===== config.mk =====
export PLATFORM = sky130hd
export DESIGN_NAME = sisc_mem_arb
export DESIGN_NICKNAME = d
export VERILOG_FILES = /design/src/rtl/sisc_pkg.sv /design/src/rtl/rr_arb2.sv /design/src/rtl/sisc_mem_arb.sv
export SDC_FILE = /design/constraint.sdc
export NUM_CORES = 1
export LEC_CHECK = 0
export ABC_AREA = 0
export CAP_MARGIN = 20
export CORE_UTILIZATION = 39
export CTS_CLUSTER_DIAMETER = 100
export DETAILED_ROUTE_END_ITERATION = 7
export PLACE_DENSITY = 0.79
export SLEW_MARGIN = 20
export SYNTH_ARGS = -nofsm -noshare
export SYNTH_HDL_FRONTEND = slang
export SYNTH_SLANG_ARGS = --single-unit
export TNS_END_PERCENT = 10

===== constraint.sdc =====
create_clock -name clk -period 2.4 [get_ports clk]
set_clock_uncertainty 0.2 [all_clocks]
set_input_delay 0.48 -clock clk [delete_from_list [all_inputs] [get_ports clk]]
set_output_delay 0.48 -clock clk [all_outputs]
set_load 0.005 [all_outputs]

===== src/rtl/sisc_pkg.sv =====
// Shared types for the SISC unified-memory arbiter: FSM states, requester ids
// and default bus widths.
package sisc_pkg;
  localparam int AW_DEF = 16;
  localparam int DW_DEF = 32;

  typedef enum logic [1:0] {
    IDLE   = 2'd0,
    ACCESS = 2'd1,
    DONE   = 2'd2
  } state_e;

  typedef enum logic {
    GNT_IF = 1'b0,
    GNT_LS = 1'b1
  } gnt_e;
endpackage


===== src/rtl/rr_arb2.sv =====
// Two-way round-robin pick between fetch and load/store. Purely combinational;
// the caller owns last_gnt.
module rr_arb2
  import sisc_pkg::*;
(
  input  logic if_req,
  input  logic ls_req,
  input  gnt_e last_gnt,
  output gnt_e gnt,
  output logic gnt_vld
);
  always_comb begin
    gnt_vld = if_req | ls_req;
    gnt     = GNT_IF;
    // LS wins when alone, or on a conflict when IF had the last turn
    if (ls_req && (!if_req || last_gnt == GNT_IF)) gnt = GNT_LS;
  end
endmodule


===== src/rtl/sisc_mem_arb.sv =====
// Single-port memory sequencer shared by instruction fetch and load/store:
// round-robin grant, MEM_LAT-cycle access, one-cycle ack with registered rdata.
module sisc_mem_arb
  import sisc_pkg::*;
#(
  parameter int AW      = AW_DEF,
  parameter int DW      = DW_DEF,
  parameter int MEM_LAT = 2
) (
  input  logic          clk,
  input  logic          rst_f,
  input  logic          if_req,
  input  logic [AW-1:0] if_addr,
  output logic          if_ack,
  input  logic          ls_req,
  input  logic          ls_we,
  input  logic [AW-1:0] ls_addr,
  input  logic [DW-1:0] ls_wdata,
  output logic          ls_ack,
  output logic [DW-1:0] rdata,
  output logic          mem_en,
  output logic          mem_we,
  output logic [AW-1:0] mem_addr,
  output logic [DW-1:0] mem_wdata,
  input  logic [DW-1:0] mem_rdata,
  output logic          busy
);
  localparam int CW = 4;

  state_e        state, state_nxt;
  gnt_e          last_gnt, gnt;
  logic          gnt_vld;
  logic          we_q;
  logic [CW-1:0] cnt;
  logic [AW-1:0] addr_q;
  logic [DW-1:0] wdata_q, rdata_q;

  rr_arb2 u_arb (
    .if_req   (if_req),
    .ls_req   (ls_req),
    .last_gnt (last_gnt),
    .gnt      (gnt),
    .gnt_vld  (gnt_vld)
  );

  always_ff @(posedge clk or negedge rst_f) begin
    if (!rst_f) state <= IDLE;
    else        state <= state_nxt;
  end

  always_comb begin
    state_nxt = state;
    case (state)
      IDLE:    if (gnt_vld) state_nxt = ACCESS;
      ACCESS:  if (cnt == '0) state_nxt = DONE;
      DONE:    state_nxt = IDLE;
      default: state_nxt = IDLE;
    endcase
  end

  // Winner's request is frozen at grant; the loser's inputs are ignored until IDLE.
  always_ff @(posedge clk or negedge rst_f) begin
    if (!rst_f) begin
      last_gnt <= GNT_LS;
      we_q     <= 1'b0;
      cnt      <= '0;
      addr_q   <= '0;
      wdata_q  <= '0;
      rdata_q  <= '0;
    end else if (state == IDLE && gnt_vld) begin
      last_gnt <= gnt;
      addr_q   <= (gnt == GNT_LS) ? ls_addr : if_addr;
      we_q     <= (gnt == GNT_LS) && ls_we;
      if (gnt == GNT_LS) wdata_q <= ls_wdata;
      cnt      <= CW'(MEM_LAT - 1);
    end else if (state == ACCESS) begin
      if (cnt != '0)  cnt     <= cnt - 1'b1;
      else if (!we_q) rdata_q <= mem_rdata;
    end
  end

  always_comb begin
    mem_en = (state == ACCESS);
    mem_we = mem_en & we_q;
    if_ack = (state == DONE) && (last_gnt == GNT_IF);
    ls_ack = (state == DONE) && (last_gnt == GNT_LS);
    busy   = (state != IDLE);
  end

  assign mem_addr  = addr_q;
  assign mem_wdata = wdata_q;
  assign rdata     = rdata_q;
endmodule


* Word level (Yosys, flattened, before mapping)
Index checks and enable logic that the tools add are counted.
Storage, ports and cells: bits of input ports 101, flip-flop bits (word level) 88, output and inout port bits 85, logic and storage cells 43
Cells by class: equal/unequal tests 4, reductions and logical operators 17, muxes and demuxes 8, bitwise logic cells 6, $add $sub $neg 1
Operators with widths (number):
- $mux W16 | 1
- $mux W4 | 3
- $reduce_and A2 Y1 | 3
- $reduce_bool A2 Y1 | 3
- $logic_and A1 B1 Y1 | 5
- $logic_not A4 Y1 | 1
- $mux W2 | 2
- $not A1 Y1 | 4
- $pmux W2 S2 | 1
- $reduce_and A4 Y1 | 1
- $reduce_bool A4 Y1 | 1
- $sub A4 B1 Y4 const B | 1
- $eq A2 B1 Y1 const B | 1
- $eq A2 B2 Y1 const B | 1
- $logic_not A2 Y1 | 1
- $ne A2 B1 Y1 const B | 1
- $ne A2 B2 Y1 const B | 1
- $and A1 B1 Y1 | 1
- $logic_not A1 Y1 | 1
- $logic_or A1 B1 Y1 | 1
- $mux W1 | 1
- $or A1 B1 Y1 | 1

* Logic depth before layout (Yosys ltp)
Gate-level depths: netlist of run 1.
depth after elaboration 5, mapped depth 7, gate-level depth less buffers 5

* Cells and area by module
Synthesis of run 1 repeated with hierarchy kept, for this count alone.
Unflattened totals: cell total of the unflattened synthesis 250, area total of the unflattened synthesis 3681.0 µm²
Modules (own cells, without submodules):
- sisc_mem_arb | area each 3667.3 µm², times used 1, cells an instance 248, seq. area each 2203.4 µm²
- rr_arb2 | area each 13.8 µm², times used 1, cells an instance 2, seq. area each 0.0 µm²

* Least setup slack after synthesis of run 1
Ideal clock, no wire load.
kind reg-to-reg, start reg cnt[0], end reg rdata_q[10], in the netlist rdata[10], clock period less this slack 2.154 ns, setup slack 0.246 ns, arrival time 1.830 ns, required time 2.075 ns, buffers on the path 2, cell stages (with the launch flop) 8, library setup time 0.125 ns, path through dfrtp_1 > inv_1 > ha_1 > or3b_1 > buf_2 > nor3_4 > buf_6 > mux2_2
Between the ends: cells in the longest elaborated chain, start to end 3
RTL lines:
- from (decl) | line sisc_mem_arb.sv:34 | logic [CW-1:0] cnt;
- from (signal assigned) | line sisc_mem_arb.sv:75 | cnt <= CW'(MEM_LAT - 1);
- from (signal assigned) | line sisc_mem_arb.sv:77 | if (cnt != '0) cnt <= cnt - 1'b1;
- $reduce_bool A4 Y1 | line sisc_mem_arb.sv:77
- $not A1 Y1 (no source line)
- $reduce_and A4 Y1 (no source line)
- to (signal assigned) | line sisc_mem_arb.sv:78 | else if (!we_q) rdata_q <= mem_rdata;
- to (decl) | line sisc_mem_arb.sv:36 | logic [DW-1:0] wdata_q, rdata_q;
Every way passes these cells. A chain may end at the register's enable or synchronous reset.

* Worst setup path in the final report of run 1
start reg state[0], end out busy
Between the ends: cells in the longest elaborated chain, start to end 1
RTL lines:
- from (decl) | line sisc_mem_arb.sv:30 | state_e state, state_nxt;
- from (signal assigned) | line sisc_mem_arb.sv:48 | else state <= state_nxt;
- $reduce_bool A2 Y1 | line sisc_mem_arb.sv:87 | busy = (state != IDLE);
- to (decl) | line sisc_mem_arb.sv:26 | output logic busy
Every way passes these cells.

==> results of run 1 <==
## power by group through the flow
stage          sequential [W]  clock [W]  combinational, W
2_1_floorplan         0.00270          0           0.00136
3_3_place_gp          0.00265          0           0.00331
3_5_place_dp          0.00269          0           0.00341
4_1_cts               0.00267    0.00115           0.00343
5_1_grt               0.00278    0.00121           0.00364
6_report              0.00267    0.00111           0.00338
## layer usage
layer / GRT usage / vias up / part of all wire
li1: - / 1332 / -
met4: 0.0735 / 0 / 0.019
met5: 0 / - / 0
met1: 0.231 / 1366 / 0.40
met3: 0.0504 / 16 / 0.069
met2: 0.327 / 116 / 0.51
## stage by stage
stage	power (W)	utilization	worst slack [ns]	instances	hold WS, ns
after detailed placement	0.00610	0.635	0.0996	557	0.278
after global routing	0.00763	0.662	0.0314	574	0.315
after global placement	0.00596	0.635	0.205	557	0.277
after CTS	0.00725	0.661	0.0376	574	0.304
final	0.00716	0.662	0.0961	574	0.296
after floorplan	0.00407	-	0.246	269	-0.0156
## cells by family after synthesis
kind of cell | count (synthesis) | synth area share
DFF | 88 | 0.621
adders and majority gates | 1 | 0.00352
and+or+nand+nor | 50 | 0.0670
muxes | 64 | 0.203
buffers and inverters | 22 | 0.0310
AOI/OAI and AO/OA | 44 | 0.0751
## worst max-delay path: cells and delay by family (launching register included)
| kind | cells | cell delay, ns |
|---|---|---|
| simple gates | 1 | 0.29 |
| flops | 1 | 0.46 |
| buf+inv | 2 | 0.53 |
## repair_timing
item                                    in CTS  in global routing
endpoints found under the setup margin       2                  2
resized for setup                            2                  1
endpoints found under the hold margin       37                  0
hold buffers                                 1                  0
## layout make-up
cell class                      instances  area (um^2)  area share
Sequential cell                        88         2200       0.380
Tap cell                              108          135      0.0233
Clock inverter                          7         96.3      0.0166
Multi-Input combinational cell        159         1240       0.215
Inverter                                7         26.3     0.00453
Clock buffer                            9          124      0.0214
Timing Repair Buffer                  196         1970       0.340
## flip-flops by register name (all words and copies together) (netlist names)
signal and cells:
cnt 4, last_gnt 1, mem_addr 16, mem_wdata 32, rdata 32, state 2
we_q 1
## final timing paths
check                               from            to  cells past startpoint
worst max-delay path            state[0]          busy                      3
worst min-delay path            rdata[6]      rdata[6]                      1
worst max register to register    cnt[0]     rdata[19]                      6
worst min register to register  rdata[6]      rdata[6]                      1
max in group asynchronous          rst_f  mem_wdata[3]                      3
min in group asynchronous          rst_f  mem_addr[13]                      2
## layout by cell type (no fill, tap or decap), types with 2 or more instances in the layout
cell type                           n
sky130_fd_sc_hd__clkdlybuf4s50_1  183
sky130_fd_sc_hd__dfrtp_1           87
sky130_fd_sc_hd__mux2_2            63
sky130_fd_sc_hd__nand2_1           33
sky130_fd_sc_hd__a21oi_1           18
sky130_fd_sc_hd__a31oi_1           17
sky130_fd_sc_hd__clkbuf_8           9
sky130_fd_sc_hd__buf_4              8
sky130_fd_sc_hd__inv_1              7
sky130_fd_sc_hd__nor2_1             3
sky130_fd_sc_hd__o21ai_0            3
sky130_fd_sc_hd__clkinv_4           3
sky130_fd_sc_hd__buf_12             3
sky130_fd_sc_hd__nor3b_1            2
sky130_fd_sc_hd__and2_1             2
sky130_fd_sc_hd__bufinv_16          2
sky130_fd_sc_hd__clkinv_2           2
==> results.md, run 1 <==
| Group | Metric | Value |
| --- | --- | --- |
| floorplan | Overall die area | 0.00949 mm^2 |
| yosys | Cell taking the most area after synthesis | sky130_fd_sc_hd__dfrtp_1 |
| yosys | Number of synthesized register bits | 88 |
| route | Average wire per standard cell | 15.3 um |
| layout | Net count reported at finish | 563 |
| route | Router iterations before antenna repair | 4 |
| route | Number of remaining DRC errors | 0 |
| critical path | Crit path capture type | output port |
| floorplan | Core footprint | 0.00876 mm^2 |
| pwr | Leakage power summed over all cells | 2.43 nW |
| pwr | Int Power | 0.00507 W |
| job | Max cap viols | 0 |
| floorplan | Die Y-Extent | 97.4 um |
| route | Total length of routed wires | 8780 um |
| cts | Clock Sinks | 88 |
| global route | GRT Residual Overflow | 0 |
| global route | Wire length of the first global-routing pass | 14,600 um |
| layout | Share of post-route cells with drive strength above 1 | 0.204 |
| yosys | Ys async rst share | 1.00 |
| global route | Initial antenna violation count | 0 |
| yosys | Cell count after synthesis | 269 |
| cts | Clk Tree Root Cell | sky130_fd_sc_hd__clkbuf_8 |
| timing | Setup TNS | 0 ns |
| layout | Fill cell count | 674 |
| critical path | Critical Path, Cell by Cell | nor2_1 > inv_1 > clkdlybuf4s50_1 |
| yosys | Share of the synthesized area in the top cell type | 0.613 |
| critical path | Worst setup slack for register-to-register paths | 0.20 ns |
| yosys | Syn Std Cell Area | 0.00355 mm^2 |
| timing | Relative slew margins | 0.507 |
| yosys | Distinct cells, synth | 32 |
| cts | Total clock buffers created by CTS | 9 |
| critical path | Critical path's largest stage delay | 0.46 ns |
| place | Routability congestion estimate | 0.758 |
| route | Routed vias/inst | 4.93 |
| hold path | Class of the tightest hold or removal check | reg2reg |
| run status | Result of the run | finished clean |
| place | I/O Buffers | 185 |
| floorplan | Count of boundary I/O pins | 186 |
| place | Area after detailed placement | 0.00556 mm^2 |
| pwr | Clock group share of total power | 0.156 |
| place | Detailed placer's ending HPWL | 6560 um |
| cts | H-tree depth reported by CTS | 3 |
| critical path | Critical path data required time | 1.72 ns |
| critical path | Type of the setup path with the least slack | reg2out |
| timing | Final hold vios | 0 |
| global route | Overall fraction of global-route tracks in use | 0.192 |
| critical path | Type of element launching the critical path | flip-flop |
| floorplan | Die extent in x | 97.4 um |
| layout | Post-route cell area | 0.00580 mm^2 |
| pwr | Share of total power in sequential cells | 0.372 |
| timing | # setup viols final | 0 |
| yosys | Top cells by area in the synthesized netlist | sky130_fd_sc_hd__dfrtp_1, sky130_fd_sc_hd__mux2_2, sky130_fd_sc_hd__nand2_1, sky130_fd_sc_hd__a31oi_1, sky130_fd_sc_hd__a21oi_1 |
| critical path | Crit path DAT | 1.62 ns |
| layout | Area delta synth->final | 63.4% |
| floorplan | Initial core utilization | 0.405 |
| timing | Period minus WS final | 2.30 ns |
| yosys | Top post-synthesis cells by count | sky130_fd_sc_hd__dfrtp_1, sky130_fd_sc_hd__mux2_2, sky130_fd_sc_hd__nand2_1, sky130_fd_sc_hd__a21oi_1, sky130_fd_sc_hd__a31oi_1 |
| route | Via Count | 2,830 |
| timing | Fin crit share | 0.960 |
| timing | Achievable clock frequency | 0.434 GHz |
| pwr | Fraction of power spent switching nets | 0.293 |
| layout | Diode insertion count for antenna repair | 0 |
| critical path | Standard cell with the maximum stage delay on the critical path | sky130_fd_sc_hd__dfrtp_1 |
| pwr | Power Density | 1230 mW/mm^2 |
| yosys | Most instantiated library cell after synthesis | sky130_fd_sc_hd__dfrtp_1 |
| cts | Post-CTS setup repair buffer count | 0 |
| timing | Count of pins over their slew limit | 0 |
| timing | Setup repair after global routing missed its margin | no |
| floorplan | Core Rows | 34 |
| global route | Number of global-route vias before repair | 3,036 |
| timing | Transition time of the tightest slew-check pin | 0.740 ns |
| yosys | Total of warnings raised by yosys | 0 |
| yosys | Count of flip-flops with a built-in enable after synthesis | 0 |
| pwr | Max IR drop VDD | 0.540 mV |
| cts | Clock transition time at the flip-flop clock pins of the worst setup and hold paths | 0.09 ns |
| yosys | Most used flip-flop cell after synthesis | sky130_fd_sc_hd__dfrtp_1 |
| cts | Number of buffers on the longest clock path | 2 |
| route | Number of design-rule violations left by the first detailed-router iteration | 38 |
| global route | Pin count of the biggest net entering global routing | 41 |
| cts | Later-pin clock latency in the skew report | 0.34 ns |
| yosys | Sequential share of the synthesized area | 0.621 |
| route | Remaining antenna violation count after routing | 0 |
| critical path | Maximum fanout encountered on the critical timing path | 6 |
| pwr | Power dissipated by switching net loads | 0.00210 W |
| yosys | Syn_area_per_cell | 13.2 um^2 |
| cts | CTS tree | yes |
| pwr | Relative contribution of combinational cells to total power | 0.472 |
| yosys | Post-synthesis net count | 371 |
Note: power is estimated with default switching activity, not from simulation.
==> run 2, diff against run 1 <==
--- a/config.mk
+++ b/config.mk
@@ -5,12 +5,14 @@
 export SDC_FILE = /design/constraint.sdc
 export NUM_CORES = 1
 export LEC_CHECK = 0
-export ABC_AREA = 0
+export ABC_AREA = 1
 export CAP_MARGIN = 20
-export CORE_UTILIZATION = 39
+export CORE_MARGIN = 2
+export CORE_UTILIZATION = 40
 export CTS_CLUSTER_DIAMETER = 100
 export DETAILED_ROUTE_END_ITERATION = 7
-export PLACE_DENSITY = 0.79
+export PLACE_DENSITY = 0.81
+export SETUP_SLACK_MARGIN = 0.02
 export SLEW_MARGIN = 20
 export SYNTH_ARGS = -nofsm -noshare
 export SYNTH_HDL_FRONTEND = slang
==> run 2 against run 1 <==
Net effect:
- highest routed layer unchanged
- area after synthesis increased by 2.6%
- routed wire length grew 13%
- combinational power fell by 4%
- sequential share of layout area about the same
- register-to-register slack gained 0.37 ns
- design area is essentially flat
- worst setup slack gained 0.060 ns
- clock power decreased by 7%
- final cell count up 24%
- clock-buffer cell count grew 1
==> results.md, run 2 <==
| Group | Metric | Value |
| --- | --- | --- |
| global route | Overall fraction of global-route tracks in use | 0.204 |
| critical path | Type of element launching the critical path | flip-flop |
| pwr | Power Density | 1190 mW/mm^2 |
| cts | CTS tree | yes |
| yosys | Ys async rst share | 1.00 |
| pwr | Relative contribution of combinational cells to total power | 0.471 |
| route | Via Count | 3,383 |
| route | Remaining antenna violation count after routing | 0 |
| pwr | Clock group share of total power | 0.150 |
| run status | Result of the run | finished clean |
| place | Area after detailed placement | 0.00559 mm^2 |
| route | Routed vias/inst | 4.75 |
| timing | Setup repair after global routing missed its margin | no |
| pwr | Fraction of power spent switching nets | 0.339 |
| timing | Relative slew margins | 0.640 |
| route | Number of remaining DRC errors | 0 |
| yosys | Cell count after synthesis | 412 |
| floorplan | Count of boundary I/O pins | 186 |
| critical path | Maximum fanout encountered on the critical timing path | 5 |
| yosys | Most instantiated library cell after synthesis | sky130_fd_sc_hd__nand2_1 |
| floorplan | Initial core utilization | 0.416 |
| timing | Transition time of the tightest slew-check pin | 0.539 ns |
| timing | Final hold vios | 0 |
| route | Number of design-rule violations left by the first detailed-router iteration | 97 |
| critical path | Worst setup slack for register-to-register paths | 0.57 ns |
| route | Router iterations before antenna repair | 4 |
| cts | H-tree depth reported by CTS | 3 |
| floorplan | Die extent in x | 99.4 um |
| cts | Clock transition time at the flip-flop clock pins of the worst setup and hold paths | 0.09 ns |
| cts | Number of buffers on the longest clock path | 2 |
| place | Routability congestion estimate | 0.821 |
| critical path | Crit path capture type | output port |
| timing | Fin crit share | 0.935 |
| global route | GRT Residual Overflow | 0 |
| pwr | Max IR drop VDD | 0.598 mV |
| timing | Period minus WS final | 2.24 ns |
| route | Average wire per standard cell | 14.0 um |
| global route | Wire length of the first global-routing pass | 16,100 um |
| job | Max cap viols | 0 |
| yosys | Count of flip-flops with a built-in enable after synthesis | 0 |
| yosys | Most used flip-flop cell after synthesis | sky130_fd_sc_hd__dfrtp_1 |
| yosys | Cell taking the most area after synthesis | sky130_fd_sc_hd__dfrtp_1 |
| yosys | Post-synthesis net count | 514 |
| route | Total length of routed wires | 9950 um |
| cts | Clock Sinks | 88 |
| yosys | Syn_area_per_cell | 8.84 um^2 |
| cts | Later-pin clock latency in the skew report | 0.34 ns |
| yosys | Top cells by area in the synthesized netlist | sky130_fd_sc_hd__dfrtp_1, sky130_fd_sc_hd__nand2_1, sky130_fd_sc_hd__nand3_1, sky130_fd_sc_hd__o21a_1, sky130_fd_sc_hd__buf_2 |
| global route | Pin count of the biggest net entering global routing | 48 |
| cts | Total clock buffers created by CTS | 9 |
| yosys | Syn Std Cell Area | 0.00364 mm^2 |
| cts | Clk Tree Root Cell | sky130_fd_sc_hd__clkbuf_8 |
| layout | Area delta synth->final | 59.3% |
| layout | Net count reported at finish | 701 |
| floorplan | Die Y-Extent | 99.4 um |
| timing | Setup TNS | 0 ns |
| floorplan | Overall die area | 0.00989 mm^2 |
| global route | Initial antenna violation count | 0 |
| floorplan | Core Rows | 34 |
| yosys | Sequential share of the synthesized area | 0.605 |
| timing | Achievable clock frequency | 0.446 GHz |
| yosys | Share of the synthesized area in the top cell type | 0.598 |
| critical path | Crit path DAT | 1.56 ns |
| pwr | Power dissipated by switching net loads | 0.00235 W |
| layout | Diode insertion count for antenna repair | 0 |
| pwr | Int Power | 0.00457 W |
| yosys | Top post-synthesis cells by count | sky130_fd_sc_hd__nand2_1, sky130_fd_sc_hd__dfrtp_1, sky130_fd_sc_hd__nand3_1, sky130_fd_sc_hd__o21a_1, sky130_fd_sc_hd__buf_2 |
| layout | Post-route cell area | 0.00580 mm^2 |
| layout | Commonest cells after routing, fill and taps aside | sky130_fd_sc_hd__nand2_1, sky130_fd_sc_hd__clkdlybuf4s50_1, sky130_fd_sc_hd__dfrtp_1, sky130_fd_sc_hd__nand3_1, sky130_fd_sc_hd__o21a_1 |
| place | Detailed placer's ending HPWL | 7490 um |
| global route | Number of global-route vias before repair | 3,343 |
| critical path | Critical path data required time | 1.72 ns |
| yosys | Total of warnings raised by yosys | 0 |
| pwr | Leakage power summed over all cells | 2.73 nW |
| timing | Count of pins over their slew limit | 0 |
| yosys | Number of synthesized register bits | 88 |
| pwr | Share of total power in sequential cells | 0.380 |
| critical path | Type of the setup path with the least slack | reg2out |
| layout | Most frequent standard cell in the layout excluding fill and tap cells | sky130_fd_sc_hd__nand2_1 |
| floorplan | Core footprint | 0.00876 mm^2 |
| hold path | Class of the tightest hold or removal check | reg2reg |
| layout | Share of post-route cells with drive strength above 1 | 0.0662 |
| place | I/O Buffers | 185 |
| yosys | Distinct cells, synth | 24 |
| timing | # setup viols final | 0 |
run 2: through the flow:
stage / util / setup WS, ns / instances / power [W] / hold WS, ns
floorplan: - / 0.878 / 412 / 0.00402 / -0.0156
global placement: 0.638 / 0.236 / 695 / 0.00581 / 0.184
detailed placement: 0.638 / 0.168 / 695 / 0.00594 / 0.188
CTS: 0.662 / 0.118 / 712 / 0.00700 / 0.281
global route: 0.662 / 0.107 / 712 / 0.00744 / 0.299
finish: 0.662 / 0.156 / 712 / 0.00691 / 0.276
run 2: path summary, 6_finish.rpt:
check / from / to / depth (start not counted)
max in group asynchronous: rst_f / last_gnt / 3
min in group asynchronous: rst_f / mem_addr[10] / 2
hold / removal: mem_wdata[12] / mem_wdata[12] / 2
setup reg to reg: cnt[0] / rdata[3] / 8
setup / recovery: state[0] / if_ack / 2
hold reg to reg: mem_wdata[12] / mem_wdata[12] / 2
run 2: kinds of logic (layout without fill, tap and decap cells):
kind of cell / Yosys count / count (layout) / synth area share
fa+ha+maj: 1 / 1 / 0.00343
flops: 88 / 88 / 0.605
simple gates: 272 / 272 / 0.306
xor+xnor: 1 / 1 / 0.00240
buf+inv: 29 / 221 / 0.0433
compound gates: 21 / 21 / 0.0398
run 2: power groups by stage:
stage,Combinational [W],Sequential (W),Clock [W]
floorplan,0.00135,0.00267,0
global placement,0.00319,0.00262,0
detailed placement,0.00330,0.00264,0
CTS,0.00331,0.00263,0.00107
global route,0.00360,0.00271,0.00113
finish,0.00325,0.00263,0.00103
run 2: layout make-up:
class	count	area [um^2]
clock buffers	10	138
clock inverters	6	68.8
fillers	724	2960
inverters	10	38.8
multi-input cells	295	1280
flip-flops and latches	88	2200
well taps	108	135
repair buffers	195	1940
run 2: critical path, cell delays in order, from the launching register on:
cell	delay (ns)
sky130_fd_sc_hd__dfrtp_1	0.44
sky130_fd_sc_hd__nor3_1	0.22
sky130_fd_sc_hd__clkdlybuf4s50_1	0.57
run 2: metal layers:
layer / share of wire / vias to the layer above / GRT usage
met5: 0 / - / 0
met4: 0.022 / 0 / 0.0717
met3: 0.091 / 18 / 0.0611
met2: 0.46 / 149 / 0.323
met1: 0.42 / 1557 / 0.267
li1: - / 1659 / -
run 2: repair_timing:
action / in CTS / in global routing
resized for setup: 1 / 0
endpoints found under the setup margin: 1 / 0
setup buffers: 0 / 0
hold buffers: 1 / 0
endpoints found under the hold margin: 18 / 0
